`config.mk`:
```
export PLATFORM = sky130hd
export DESIGN_NAME = uart_tx_ring_fifo_flat
export DESIGN_NICKNAME = d
export VERILOG_FILES = /design/src/rtl/uart_tx_ring_fifo_if.sv /design/src/rtl/uart_tx_ring_fifo.sv /design/src/flat_wrapper.sv
export SDC_FILE = /design/constraint.sdc
export NUM_CORES = 1
export LEC_CHECK = 0
export ABC_AREA = 1
export CAP_MARGIN = 20
export CORE_UTILIZATION = 40
export DETAILED_ROUTE_END_ITERATION = 10
export GPL_ROUTABILITY_DRIVEN = 0
export PLACE_DENSITY = 0.53
export SYNTH_ARGS = -nofsm -noshare
export SYNTH_HDL_FRONTEND = slang
export SYNTH_SLANG_ARGS = --single-unit
```
`constraint.sdc`:
```
create_clock -name clk -period 2.2 [get_ports clk]
set_input_delay 0.55 -clock clk [delete_from_list [all_inputs] [get_ports clk]]
set_output_delay 0.55 -clock clk [all_outputs]
set_load 0.01 [all_outputs]
```
`src/rtl/uart_tx_ring_fifo_if.sv`:
```
// Byte-source / UART-TX handshake bundle for the ring FIFO.
// The master is the byte source plus the UART engine; the slave is the FIFO.
interface uart_tx_ring_fifo_if #(
  parameter int DATA_WIDTH = 8
);
  logic [DATA_WIDTH-1:0] wr_data;
  logic                  wr_valid;
  logic                  wr_ready;
  logic [DATA_WIDTH-1:0] tx_data;
  logic                  tx_valid;
  logic                  tx_ready;

  modport master (
    output wr_data, wr_valid, tx_ready,
    input  wr_ready, tx_data, tx_valid
  );

  modport slave (
    input  wr_data, wr_valid, tx_ready,
    output wr_ready, tx_data, tx_valid
  );
endinterface

```
`src/rtl/uart_tx_ring_fifo.sv`:
```
// Circular-buffer TX FIFO with first-word-fall-through output toward the UART engine.
// Supports any depth >= 2, a drop-newest or overwrite-oldest full policy, and a sticky overflow flag.
module uart_tx_ring_fifo #(
  parameter int DATA_WIDTH       = 8,
  parameter int DEPTH            = 16,
  parameter bit OVERWRITE_OLDEST = 1'b0,
  parameter int CNT_W            = $clog2(DEPTH + 1)
) (
  input  logic                   clk,
  input  logic                   reset_n,
  input  logic                   ena,
  input  logic                   flush,
  uart_tx_ring_fifo_if.slave     fifo_if,
  output logic [CNT_W-1:0]       count,
  output logic                   full,
  output logic                   empty,
  output logic                   overflow
);
  localparam int               PTR_W    = (DEPTH > 1) ? $clog2(DEPTH) : 1;
  localparam logic [PTR_W-1:0] PTR_LAST = PTR_W'(DEPTH - 1);
  localparam logic [CNT_W-1:0] CNT_FULL = CNT_W'(DEPTH);

  logic [DATA_WIDTH-1:0] mem [DEPTH];
  logic [PTR_W-1:0]      wr_ptr;
  logic [PTR_W-1:0]      rd_ptr;
  logic                  act;
  logic                  rd_fire;
  logic                  wr_fire;
  logic                  ovf_hit;
  logic                  drop_oldest;

  function automatic logic [PTR_W-1:0] next_ptr(input logic [PTR_W-1:0] p);
    return (p == PTR_LAST) ? '0 : p + PTR_W'(1);
  endfunction

  assign empty            = (count == '0);
  assign full             = (count == CNT_FULL);
  assign fifo_if.tx_valid = ena & ~empty;
  assign fifo_if.tx_data  = fifo_if.tx_valid ? mem[rd_ptr] : '0;
  // wr_ready is gated by reset so it drops the instant reset is applied
  assign fifo_if.wr_ready = reset_n & ena & (~full | OVERWRITE_OLDEST);

  assign act     = ena & ~flush;
  assign rd_fire = act & fifo_if.tx_valid & fifo_if.tx_ready;
  // A full FIFO in drop mode still takes the write when the head leaves in the same cycle
  assign wr_fire = act & fifo_if.wr_valid & (~full | OVERWRITE_OLDEST | rd_fire);
  assign ovf_hit = act & fifo_if.wr_valid & full & ~rd_fire;
  assign drop_oldest = wr_fire & full & ~rd_fire;

  always_ff @(posedge clk or negedge reset_n) begin
    if (!reset_n) begin
      wr_ptr   <= '0;
      rd_ptr   <= '0;
      count    <= '0;
      overflow <= 1'b0;
    end else if (ena && flush) begin
      wr_ptr   <= '0;
      rd_ptr   <= '0;
      count    <= '0;
      overflow <= 1'b0;
    end else if (act) begin
      if (wr_fire) begin
        wr_ptr <= next_ptr(wr_ptr);
      end
      if (rd_fire || drop_oldest) begin
        rd_ptr <= next_ptr(rd_ptr);
      end
      if (wr_fire && !rd_fire && !full) begin
        count <= count + CNT_W'(1);
      end else if (rd_fire && !wr_fire) begin
        count <= count - CNT_W'(1);
      end
      if (ovf_hit) begin
        overflow <= 1'b1;
      end
    end
  end

  always_ff @(posedge clk) begin
    if (wr_fire) begin
      mem[wr_ptr] <= fifo_if.wr_data;
    end
  end
endmodule

```
`src/flat_wrapper.sv`:
```
// flat-port wrapper written by rule: the top's interface ports become plain ports
module uart_tx_ring_fifo_flat 
#(
  parameter int DATA_WIDTH       = 8,
  parameter int DEPTH            = 16,
  parameter bit OVERWRITE_OLDEST = 1'b0,
  parameter int CNT_W            = $clog2(DEPTH + 1)
)
  (clk, reset_n, ena, flush, count, full, empty, overflow, fifo_if_wr_data, fifo_if_wr_valid, fifo_if_tx_ready, fifo_if_wr_ready, fifo_if_tx_data, fifo_if_tx_valid);
  uart_tx_ring_fifo_if #(.DATA_WIDTH(DATA_WIDTH)) fifo_if_i ();
  input  logic clk;
  input  logic reset_n;
  input  logic ena;
  input  logic flush;
  output logic [CNT_W-1:0] count;
  output logic full;
  output logic empty;
  output logic overflow;
  input wire logic [$bits(fifo_if_i.wr_data)-1:0] fifo_if_wr_data;
  input wire logic [$bits(fifo_if_i.wr_valid)-1:0] fifo_if_wr_valid;
  input wire logic [$bits(fifo_if_i.tx_ready)-1:0] fifo_if_tx_ready;
  output wire logic [$bits(fifo_if_i.wr_ready)-1:0] fifo_if_wr_ready;
  output wire logic [$bits(fifo_if_i.tx_data)-1:0] fifo_if_tx_data;
  output wire logic [$bits(fifo_if_i.tx_valid)-1:0] fifo_if_tx_valid;
  assign fifo_if_i.wr_data = fifo_if_wr_data;
  assign fifo_if_i.wr_valid = fifo_if_wr_valid;
  assign fifo_if_i.tx_ready = fifo_if_tx_ready;
  assign fifo_if_wr_ready = fifo_if_i.wr_ready;
  assign fifo_if_tx_data = fifo_if_i.tx_data;
  assign fifo_if_tx_valid = fifo_if_i.tx_valid;
  uart_tx_ring_fifo #(.DATA_WIDTH(DATA_WIDTH), .DEPTH(DEPTH), .OVERWRITE_OLDEST(OVERWRITE_OLDEST), .CNT_W(CNT_W)) u_core (.clk(clk), .reset_n(reset_n), .ena(ena), .flush(flush), .fifo_if(fifo_if_i), .count(count), .full(full), .empty(empty), .overflow(overflow));
endmodule
```
==> flow_metrics.py <==
metrics = {
    "critical_path": {
        "cp.buffers_inverters": 4,
        "slowest_stage": "dfrtp_2",
        "crit_path_max_incr_delay_ns": 0.50,
        "crit_path_frequent_cell": "nand2_1",
        "timing.rr.start": "u_core.count[3]$_DFFE_PN0P_",
        "cp_cell_sequence": "clkinv_4 -> buf_12 -> buf_4 -> nand2_1 -> nand3_1 -> nand2_1 -> nor2_1 -> o21ai_4 -> a21oi_2 -> buf_2",
        "r2r_setup_slack_ns": 0.10,
        "cp-start-kind": "flip-flop",
        "endpoint_kind": "output port",
        "critical-path-top-delay-family": "buffers and inverters",
        "r2r_end": "u_core.count[4]$_DFFE_PN0P_",
        "worstSetupPathType": "reg -> out",
        "ff2ff_path_depth": 13,
        "required_ns": 1.65,
        "cp.arrival_ns": 2.07,
        "cp_max_fo": 8,
    },
    "grt": {
        "overflow": 0,
        "first_global_vias": 4313,
        "grt_start_max_net_pins": 20,
        "grt_usage_pct": 20.4,
        "antenna_found_initial": 0,
        "grt_first_pass_wirelength_um": 23500,
    },
    "synth": {
        "synth_cells": 535,
        "yosysUniqueCellTypes": 32,
        "ys_seq_area_share_pct": 68.3,
        "synth_area_sq_um": 6140,
        "yosys_register_bits": 142,
        "synth-edff-count": 128,
        "synth_common_cells": "128 x edfxtp_1, 109 x nand2_1, 67 x nor2_1",
        "synth.area.top_cells": "edfxtp_1 63%, nand2_1 6.7%, dfrtp_1 5.7%",
        "synth.most_common_cell": "edfxtp_1",
        "synth_area_per_cell_sq_um": 11.5,
        "synth_top_area_share_pct": 62.6,
        "synth_top_area_cell": "edfxtp_1",
        "yosys_warnings": 0,
        "synthArstFlopShare_pct": 9.86,
        "syn_nets": 558,
        "synth-main-ff-cell": "edfxtp_1",
    },
    "drt": {
        "wirelength_um": 15200,
        "ant_nets": 0,
        "wl_met1_um": 6720,
        "vias": 4330,
        "route.detailed.drc": 0,
        "drt-initial-drc-count": 267,
        "wl_met2_um": 7640,
        "top_layer_used": "met4",
        "routed-wl-met3_um": 555,
        "first_pass_iters": 4,
        "via_per_inst": 5.04,
        "wl_per_cell_um": 17.6,
    },
    "job": {
        "max_cap_violations": 0,
    },
    "floorplanning": {
        "die_w_um": 126,
        "dieArea_sq_um": 15800,
        "initial_utilization_pct": 41.6,
        "design.core.area_sq_um": 14800,
        "rows": 44,
        "fp.dieH_um": 126,
        "io_pins": 32,
    },
    "place": {
        "dp.cells": 807,
        "preCtsSetupSlack_ns": -0.429,
        "hpwl_um": 9930,
        "postPlaceCellArea_sq_um": 7150,
        "io_buffers": 31,
    },
    "power_and_ir_drop": {
        "fin_total_pwr_mw": 9.10,
        "ir_drop_uv": 635,
        "p_leak_nw": 3.22,
        "pwr_density_cell_nw_per_um2": 1110,
    },
    "sta": {
        "hold_viol_final": 0,
        "setup_slack_ns": -0.418,
        "finalSetupTns_ns": -2.83,
        "layout_min_cycle_time_ns": 2.62,
        "tightest_slew_ns": 0.664,
        "fmax_mhz": 382,
        "grt_setup_unrepaired": "yes",
        "finalCritPeriodShare_pct": 119,
        "max-slew-margin-rel_pct": 55.6,
        "holdWs_ns": 0.480,
        "finClkSkew_ns": 0.00603,
        "drv_slew": 0,
        "setup_viol": 8,
    },
    "min_path": {
        "hp-class": "in -> async",
    },
    "status": {
        "violations": "negative setup slack",
        "status": "finished, violations left",
    },
    "finish": {
        "fillers": 1231,
        "nets": 685,
        "multi_input_area_sq_um": 1840,
        "stdcell_area_sq_um": 8220,
        "drive_gt1_share_pct": 28.7,
        "final_cells": 859,
        "synthToLayoutAreaGrowth_pct": 33.8,
        "diodes": 0,
        "fin_util_pct": 55.7,
        "ff_latch_area_sq_um": 4200,
    },
    "clock_tree": {
        "clock-sinks": 142,
        "cts_tree": "done",
        "cts_buffers": 17,
        "htreeDepth": 4,
        "clkSlewWorstSetupHoldPaths_ns": 0.06,
        "cts_root_buf": "clkbuf_16",
        "clk_latency_ns": 0.42,
        "clockBufferDepth": 2,
        "cts_hold_buffers": 0,
    },
}
-- power breakdown --
part | internal [mW] | switching, mW | total (mW)
logic | 1.52 | 1.57 | 3.10
clock network | 1.84 | 1.03 | 2.87
registers | 3.03 | 0.102 | 3.14
-- metal layers --
layer | vias up | global-route usage [%]
met5 | - | 0
met4 | 0 | 8.72
met3 | 21 | 3.91
met2 | 69 | 34.4
met1 | 2111 | 25.6
li1 | 2129 | -
-- state kept, by name (all words and copies together), names as in the netlist --
| register | count |
|---|---|
| u_core.mem | 128 |
| u_core.count | 5 |
| u_core.rd_ptr | 4 |
| u_core.wr_ptr | 4 |
| u_core.overflow | 1 |
-- cells by family (layout without fill, tap and decap cells) --
group / Yosys count / after routing / synth area share (%)
and+or+nand+nor: 244 / 244 / 17.4
DFF: 142 / 142 / 68.3
AOI/OAI and AO/OA: 82 / 82 / 7.21
buffers and inverters: 54 / 194 / 4.54
adders and majority gates: 9 / 9 / 1.96
xor gates and xnor gates: 4 / 4 / 0.571
-- what timing repair did --
item / in CTS / in global routing
cloned: 2 / 1
endpoints found under the setup margin: 12 / 10
setup buffers: 17 / 5
endpoints found under the hold margin: 0 / 0
resized for setup: 92 / 41
pin swaps: 11 / 29
-- final cells by class --
type | count | area share, %
clock buffers | 26 | 6.32
clock inverters | 6 | 0.975
flip-flops and latches | 142 | 51.1
repair buffers | 131 | 14.9
inverters | 31 | 1.52
well taps | 184 | 2.80
multi-input cells | 339 | 22.4
-- cells in the final DEF (no fill, tap or decap), types with 5 or more instances in the layout --
cell             synthesis  routed
buf_6                    4       9
ha_1                     8       7
clkdlybuf4s50_1          0      18
inv_1                   23      23
inv_2                    5       5
a21oi_1                 21      14
nand3_1                 48      44
buf_2                    8       8
a21oi_2                  0       7
clkbuf_8                 0       6
edfxtp_1               128     128
nand2_1                109     104
nor2_1                  67      61
o21ai_1                 12      26
nor2_4                   1       6
clkinv_2                 1       5
o21ai_2                  2      10
buf_4                    8      77
buf_12                   0       8
clkbuf_16                0      18
dfrtp_1                 14      12
nand4_1                  7       7
o21ai_0                 41      18
-- worst max-delay path by stage --
stage               cells past startpoint                           to                         start  slack [ns]
floorplan                              12  u_core.count[4]$_DFFE_PN0P_                         flush        0.15
global placement                        8           fifo_if_tx_data[4]  u_core.rd_ptr[0]$_DFFE_PN0P_       -0.40
detailed placement                      8           fifo_if_tx_data[4]  u_core.rd_ptr[0]$_DFFE_PN0P_       -0.43
CTS                                    11           fifo_if_tx_data[2]  u_core.rd_ptr[0]$_DFFE_PN0P_       -0.35
global route                           10           fifo_if_tx_data[5]  u_core.rd_ptr[0]$_DFFE_PN0P_       -0.49
finish                                 10           fifo_if_tx_data[5]  u_core.rd_ptr[0]$_DFFE_PN0P_       -0.42
Power figures use the tool's default switching activity.
